File: config.mk
export PLATFORM = sky130hd
export DESIGN_NAME = mac_multiplex_ctrl
export DESIGN_NICKNAME = d
export VERILOG_FILES = /design/src/rtl/mac_multiplex_ctrl.sv
export SDC_FILE = /design/constraint.sdc
export NUM_CORES = 1
export LEC_CHECK = 0
export ABC_AREA = 1
export ABC_CLOCK_PERIOD_IN_PS = 2500
export CAP_MARGIN = 20
export CORE_AREA = 2 2 92 94
export DETAILED_ROUTE_END_ITERATION = 10
export DIE_AREA = 0 0 94 96
export HOLD_SLACK_MARGIN = 0.12
export PLACE_DENSITY = 0.73
export SLEW_MARGIN = 15
export SYNTH_ARGS = -nofsm -noshare
export SYNTH_HDL_FRONTEND = slang
export SYNTH_SLANG_ARGS = --single-unit
File: constraint.sdc
create_clock -name clk -period 2.5 [get_ports clk]
set_input_delay 0.75 -clock clk [delete_from_list [all_inputs] [get_ports clk]]
set_output_delay 0.75 -clock clk [all_outputs]
set_load 0.02 [all_outputs]
File: src/rtl/mac_multiplex_ctrl.sv
// Job sequencer for a precision-configurable MAC: reconfigures on mode change,
// clears the accumulator, streams operands, drains the MAC pipeline and hands off z.
module mac_multiplex_ctrl #(
  parameter int W_WIDTH         = 8,
  parameter int A_WIDTH         = 8,
  parameter int PLUS_WIDTH      = 4,
  parameter int CONFIG_AW_WIDTH = 2,
  parameter int LEN_WIDTH       = 8,
  parameter int CFG_CYCLES      = 2,
  parameter int MAC_LATENCY     = 2,
  localparam int Z_WIDTH = W_WIDTH + A_WIDTH + (2**CONFIG_AW_WIDTH) * PLUS_WIDTH
) (
  input  logic                       clk,
  input  logic                       rst,
  input  logic                       cmd_valid,
  output logic                       cmd_ready,
  input  logic [CONFIG_AW_WIDTH-1:0] cmd_mode,
  input  logic [LEN_WIDTH-1:0]       cmd_len,
  input  logic                       op_valid,
  output logic                       op_ready,
  input  logic [W_WIDTH-1:0]         op_w,
  input  logic [A_WIDTH-1:0]         op_a,
  output logic                       mac_rst,
  output logic                       mac_accu_rst,
  output logic [CONFIG_AW_WIDTH-1:0] mac_config_aw,
  output logic [W_WIDTH-1:0]         mac_w,
  output logic [A_WIDTH-1:0]         mac_a,
  input  logic [Z_WIDTH-1:0]         mac_z,
  output logic                       res_valid,
  input  logic                       res_ready,
  output logic [Z_WIDTH-1:0]         res_z,
  output logic                       res_err
);

  localparam int CFG_CNT_W   = (CFG_CYCLES > 1) ? $clog2(CFG_CYCLES) : 1;
  localparam int DRAIN_CNT_W = (MAC_LATENCY > 0) ? $clog2(MAC_LATENCY + 1) : 1;
  localparam logic [CFG_CNT_W-1:0]   CFG_LAST   = CFG_CNT_W'(CFG_CYCLES - 1);
  localparam logic [DRAIN_CNT_W-1:0] DRAIN_LAST = DRAIN_CNT_W'(MAC_LATENCY);

  typedef enum logic [2:0] {IDLE, CFG, CLEAR, RUN, DRAIN, DONE} state_t;

  state_t                   state;
  logic                     configured;
  logic [LEN_WIDTH-1:0]     remaining;
  logic [CFG_CNT_W-1:0]     cfg_cnt;
  logic [DRAIN_CNT_W-1:0]   drain_cnt;
  logic                     mode_legal;

  // Legal modes split the operands into mode+1 lanes, so mode+1 must be a power of two.
  assign mode_legal = ((cmd_mode & (cmd_mode + CONFIG_AW_WIDTH'(1))) == '0);

  always_ff @(posedge clk) begin
    if (rst) begin
      state         <= IDLE;
      configured    <= 1'b0;
      remaining     <= '0;
      cfg_cnt       <= '0;
      drain_cnt     <= '0;
      cmd_ready     <= 1'b1;
      op_ready      <= 1'b0;
      res_valid     <= 1'b0;
      res_err       <= 1'b0;
      res_z         <= '0;
      mac_rst       <= 1'b1;
      mac_accu_rst  <= 1'b1;
      mac_config_aw <= '0;
      mac_w         <= '0;
      mac_a         <= '0;
    end else begin
      mac_w <= '0;
      mac_a <= '0;
      case (state)
        IDLE: begin
          if (cmd_valid && cmd_ready) begin
            remaining <= cmd_len;
            cmd_ready <= 1'b0;
            if (!mode_legal) begin
              state        <= DONE;
              res_valid    <= 1'b1;
              res_err      <= 1'b1;
              res_z        <= '0;
              mac_accu_rst <= 1'b0;
            end else if (!configured || (cmd_mode != mac_config_aw)) begin
              state         <= CFG;
              mac_config_aw <= cmd_mode;
              mac_rst       <= 1'b1;
              cfg_cnt       <= '0;
            end else begin
              state <= CLEAR;
            end
          end
        end

        CFG: begin
          if (cfg_cnt == CFG_LAST) begin
            state      <= CLEAR;
            mac_rst    <= 1'b0;
            configured <= 1'b1;
          end else begin
            cfg_cnt <= cfg_cnt + CFG_CNT_W'(1);
          end
        end

        CLEAR: begin
          mac_accu_rst <= 1'b0;
          if (remaining == '0) begin
            state     <= DRAIN;
            drain_cnt <= '0;
          end else begin
            state    <= RUN;
            op_ready <= 1'b1;
          end
        end

        RUN: begin
          if (op_valid && op_ready) begin
            mac_w     <= op_w;
            mac_a     <= op_a;
            remaining <= remaining - LEN_WIDTH'(1);
            if (remaining == LEN_WIDTH'(1)) begin
              state     <= DRAIN;
              op_ready  <= 1'b0;
              drain_cnt <= '0;
            end
          end
        end

        // The final operand needs MAC_LATENCY+1 cycles to show up on mac_z.
        DRAIN: begin
          if (drain_cnt == DRAIN_LAST) begin
            state     <= DONE;
            res_valid <= 1'b1;
            res_err   <= 1'b0;
            res_z     <= mac_z;
          end else begin
            drain_cnt <= drain_cnt + DRAIN_CNT_W'(1);
          end
        end

        DONE: begin
          if (res_ready) begin
            state        <= IDLE;
            res_valid    <= 1'b0;
            cmd_ready    <= 1'b1;
            mac_accu_rst <= 1'b1;
          end
        end

        default: state <= IDLE;
      endcase
    end
  end

endmodule

[Word-level counts from Yosys, hierarchy flattened]
Cells that the tools add are included.
Storage, ports and cells
  flip-flop bits (word level): 71
  input port bits: 63
  word-level logic and storage cells: 119
Cells by class
  add/subtract/negate cells: 4
  equality and inequality tests: 20
  mux-type cells: 49
  bitwise logic cells: 3
  reductions and logical operators: 28
Operator list (count)
  two-way mux 32 bit: 3
  one-hot mux 32 bit (2 select lines): 1
  two-way mux 3 bit: 8
  inequality test 2 bit, second input constant: 12
  two-way mux 1 bit: 20
  AND reduction 4 bit: 5
  one-hot mux 3 bit (6 select lines): 1
  two-way mux 8 bit: 2
  one-hot mux 8 bit (2 select lines): 1
  AND reduction 5 bit: 3
  two-way mux 2 bit: 5
  one-hot mux 1 bit (2 select lines): 5
  nonzero test 2 bit: 5
  nonzero test 3 bit: 3
  equality test 8 x 1 -> 1 bit, second input constant: 1
  zero test 8 bit: 1
  subtractor 8 x 1 -> 8 bit, second input constant: 1
  equality test 3 x 2 -> 1 bit, second input constant: 2
  equality test 3 bit, second input constant: 2
  one-hot mux 1 bit (3 select lines): 2
  one-hot mux 2 bit (3 select lines): 1
  AND reduction 3 bit: 2
  AND reduction 6 bit: 1
  adder 2 x 1 -> 2 bit, second input constant: 2
  other kinds (13): 15

[Depth between registers and ports, before layout]
  depth after elaboration: 6
  depth in mapped cells: 10

[Worst setup path after synthesis]
OpenSTA, ideal clock, no wires.
  kind: in2reg
  start: input cmd_mode[1]
  end: register res_z[10]
  setup time: 0.128 ns
  arrival: 1.532 ns
  required time: 2.372 ns
  path slack: 0.840 ns
  stages on the path: 8
  buffers on the path: 1
  path through: inv_1 > nor2_1 > nor2_2 > nor2_4 > nand2_4 > buf_6 > a22oi_2 > nor2_1
Between the ends
  longest elaborated chain between the ends: 5
RTL lines
  start: declaration: RTL line 17  | input logic [CONFIG_AW_WIDTH-1:0] cmd_mode,
  adder 2 x 1 -> 2 bit: RTL line 50  | assign mode_legal = ((cmd_mode & (cmd_mode + CONFIG_AW_WIDTH'(1))) == '0);
  AND 2 bit (*): RTL line 50
  zero test 2 bit (*): RTL line 50
  inequality test 2 bit (no source line) (*)
  AND reduction 4 bit (no source line) (*)
  end signal: assignment: RTL line 134  | res_z <= mac_z;
  end: declaration: RTL line 31  | output logic [Z_WIDTH-1:0] res_z,
Every way passes the cells marked *; elsewhere a longest branch is shown, timed or not.
A chain may end at the register's enable or synchronous reset.

[Final worst setup path]
  start: register res_z[11]
  end: output res_z[11]
No word-level cell between the ends.

==> reports/qor.txt <==
DRT Pass-1 Iters - 4
residual DRC count - 0
diode count - 0
post-synthesis sequential area ratio - 45.0%
Rows - 33
measured slew at the worst slew-check pin - 579 ps
Sink Count - 71
max-cap viol count - 0
Synth Net Count - 464
Final setup viols - 0
FMAX - 480 MHz
largest net degree at the start of global routing - 48
Synthesis Warnings - 0
Syn Inst Count - 398
DR vias - 2932
area share of the largest cell type after synthesis - 45.0%
core area - 8050 um^2
initial antenna violation count - 0
vias in the first global route - 2941
Syn Area/Cell - 7.93 um^2
share of cells above drive strength 1 - 13.6%
HPWL Detailed - 5560 um
Post-synth ARST share - 0%
leak pwr - 1.87 nW
All-Layer GR Usage - 18.3%
Post CTS Setup Buffer Count - 0
final instance area - 4610 um^2
most frequent cell after synthesis - nand2_1
CTS tree - yes
initial core utilization - 39.2%
status - completed
Peak VDD IR - 0.302 mV
Finished Core Util - 57.3%
crit-path leading delay family - buffers and inverters
WS Path Type - flip-flop to primary output
DR vias/cell - 4.68
Worst Setup End Kind - primary output
Synth cell types - 28
TNS Setup - 0 ps
area grow syn2layout - 46.1%
depth of the CTS H-tree - 3
predominant post-synthesis flop cell - dfxtp_1
worst slack, placed - 120 ps
total gr overflow - 0
Final Critical Period - 2080 ps
Netlist Area Pre-Place - 3160 um^2
WL final - 7550 um
CP max FO - 2
Worst Slack Setup Final - 419 ps
filler cell count - 752
CTS resizes - 0
Power Dens Cells - 792 nW/um^2
Die Ht - 96 um
CP Launch Type - flip-flop
most area-consuming cells after synthesis - dfxtp_1 45%, a22oi_2 11%, nand2_1 9.6%
Post-CTS Hold Buffers - 0
CP arrival - 1330 ps
Critical-path top delay cell - clkdlybuf4s50_1
Seq cells post-synth - 71
CTS buffer count - 9
clk root buf - clkbuf_8
Hold Path Class - flip-flop to flip-flop
Design Power - 3.65 mW
Post-synth EDFFs - 0
clock slew at reported path FFs - 80 ps
Final Skew - 5.59 ps
placed cell areas - 4420 um^2
Crit path largest cell delay - 620 ps
Die Area - 9020 um^2
Final nets - 583
first-pass GRT wire length - 13000 um
drt wl/cell - 12.0 um
Hold Vio Cnt, Final - 0
total I/O pin count - 119
final worst path period share - 83.3%
max_slew headroom - 61.3%
Max Root-Sink Buffers - 2
Critical Path RT - 1750 ps
Final Slew Violations - 0
crit-path cells - clkdlybuf4s50_1
Final ANT Viol Nets - 0
Worst-Skew Late Latency - 340 ps
I/O Buffers - 118
gpl congestion - 0.828
cell taking the most area after synthesis - dfxtp_1
Die Wd - 94 um
synth cell count leaders - 81 x nand2_1, 72 x nor2_1, 71 x dfxtp_1, 49 x inv_1, 28 x a22oi_2
RSZ-0062 raised after global routing - false
Initial DRC Count - 105
CP Buf/Inv Count - 1
==> tightest hold or removal path: stages, from the launching register on <==
cell and delay [ps]:
dfxtp_1 310, nand2_1 60, nand2_1 40
==> worst paths after layout <==
check	start	endpoint	slack (ps)	cells after the start
max	res_z[11]	res_z[11]	420	1
min	mac_rst	mac_rst	450	2
max reg2reg	state[0]	mac_w[7]	670	4
min reg2reg	mac_rst	mac_rst	450	2
==> power by group <==
| part | internal [mW] | total, mW | leakage [nW] | switching [mW] |
|---|---|---|---|---|
| sequential | 1.25 | 1.35 | 0.575 | 0.102 |
| combinational | 0.530 | 1.39 | 1.20 | 0.855 |
| clock | 0.466 | 0.916 | 0.0891 | 0.450 |
==> cell type report <==
class | instances | area [um^2] | share of cell area [%]
Timing Repair Buffer | 123 | 1230 | 26.6
Inverter | 51 | 194 | 4.20
Clock buffer | 10 | 128 | 2.77
Sequential cell | 71 | 1420 | 30.8
Multi-Input combinational cell | 261 | 1440 | 31.3
Tap cell | 105 | 131 | 2.85
Clock inverter | 6 | 70.1 | 1.52
==> metal layers <==
layer  part of all wire (%)  vias to the layer above  routed length [um]  track usage [%]
met4                    1.2                        0                  93             8.21
li1                       -                     1508                   -                -
met5                      0                        -                   0                0
met1                     42                     1334                3170             20.8
met2                     49                       81                3710             30.8
met3                    7.6                        9                 571             6.73
==> sequential cells by signal (all words and copies together) (netlist names), 2 cells and up <==
name and count:
remaining 8, res_z 32, state 3, mac_a 8
mac_config_aw 2, drain_cnt 2, mac_w 8
==> logic make-up (layout without fill, tap and decap cells) <==
kind of cell	after synthesis	count (layout)	share of synthesized area [%]
adder cells (fa/ha/maj)	3	3	1.19
AO/OA/AOI/OAI	64	64	17.5
flip-flops	71	71	45.0
buffers and inverters	66	190	9.43
AND/OR/NAND/NOR	194	194	26.8
==> placed cells by master, fill, tap and decap left out <==
cell type and instances:
a22oi_2 28, clkdlybuf4s50_1 117, nor2_4 3, bufinv_16 1, inv_2 1, a22oi_1 4
buf_12 1, clkbuf_8 9, nor2_1 72, inv_1 49, clkbuf_1 1, nand2_4 1
nand3_1 20, a21oi_1 15, dfxtp_1 71, nand2_2 3, buf_2 1, a31oi_1 1
ha_1 3, nor2_2 5, clkinv_4 1, nand4_1 3, o21ai_0 12, nand3b_1 1
o21ai_1 1, nor2_8 1, a21oi_2 3, inv_4 1, nand2_1 81, nand3_2 3
clkinvlp_4 3, or2_2 1, buf_4 4, inv_6 1
==> per-stage QoR <==
step	std cells	hold WS, ps
floorplan	398	443
global placement	611	427
detailed placement	611	442
CTS	627	458
global route	627	483
finish	627	455
No activity file was read; power rests on OpenSTA's default activity.
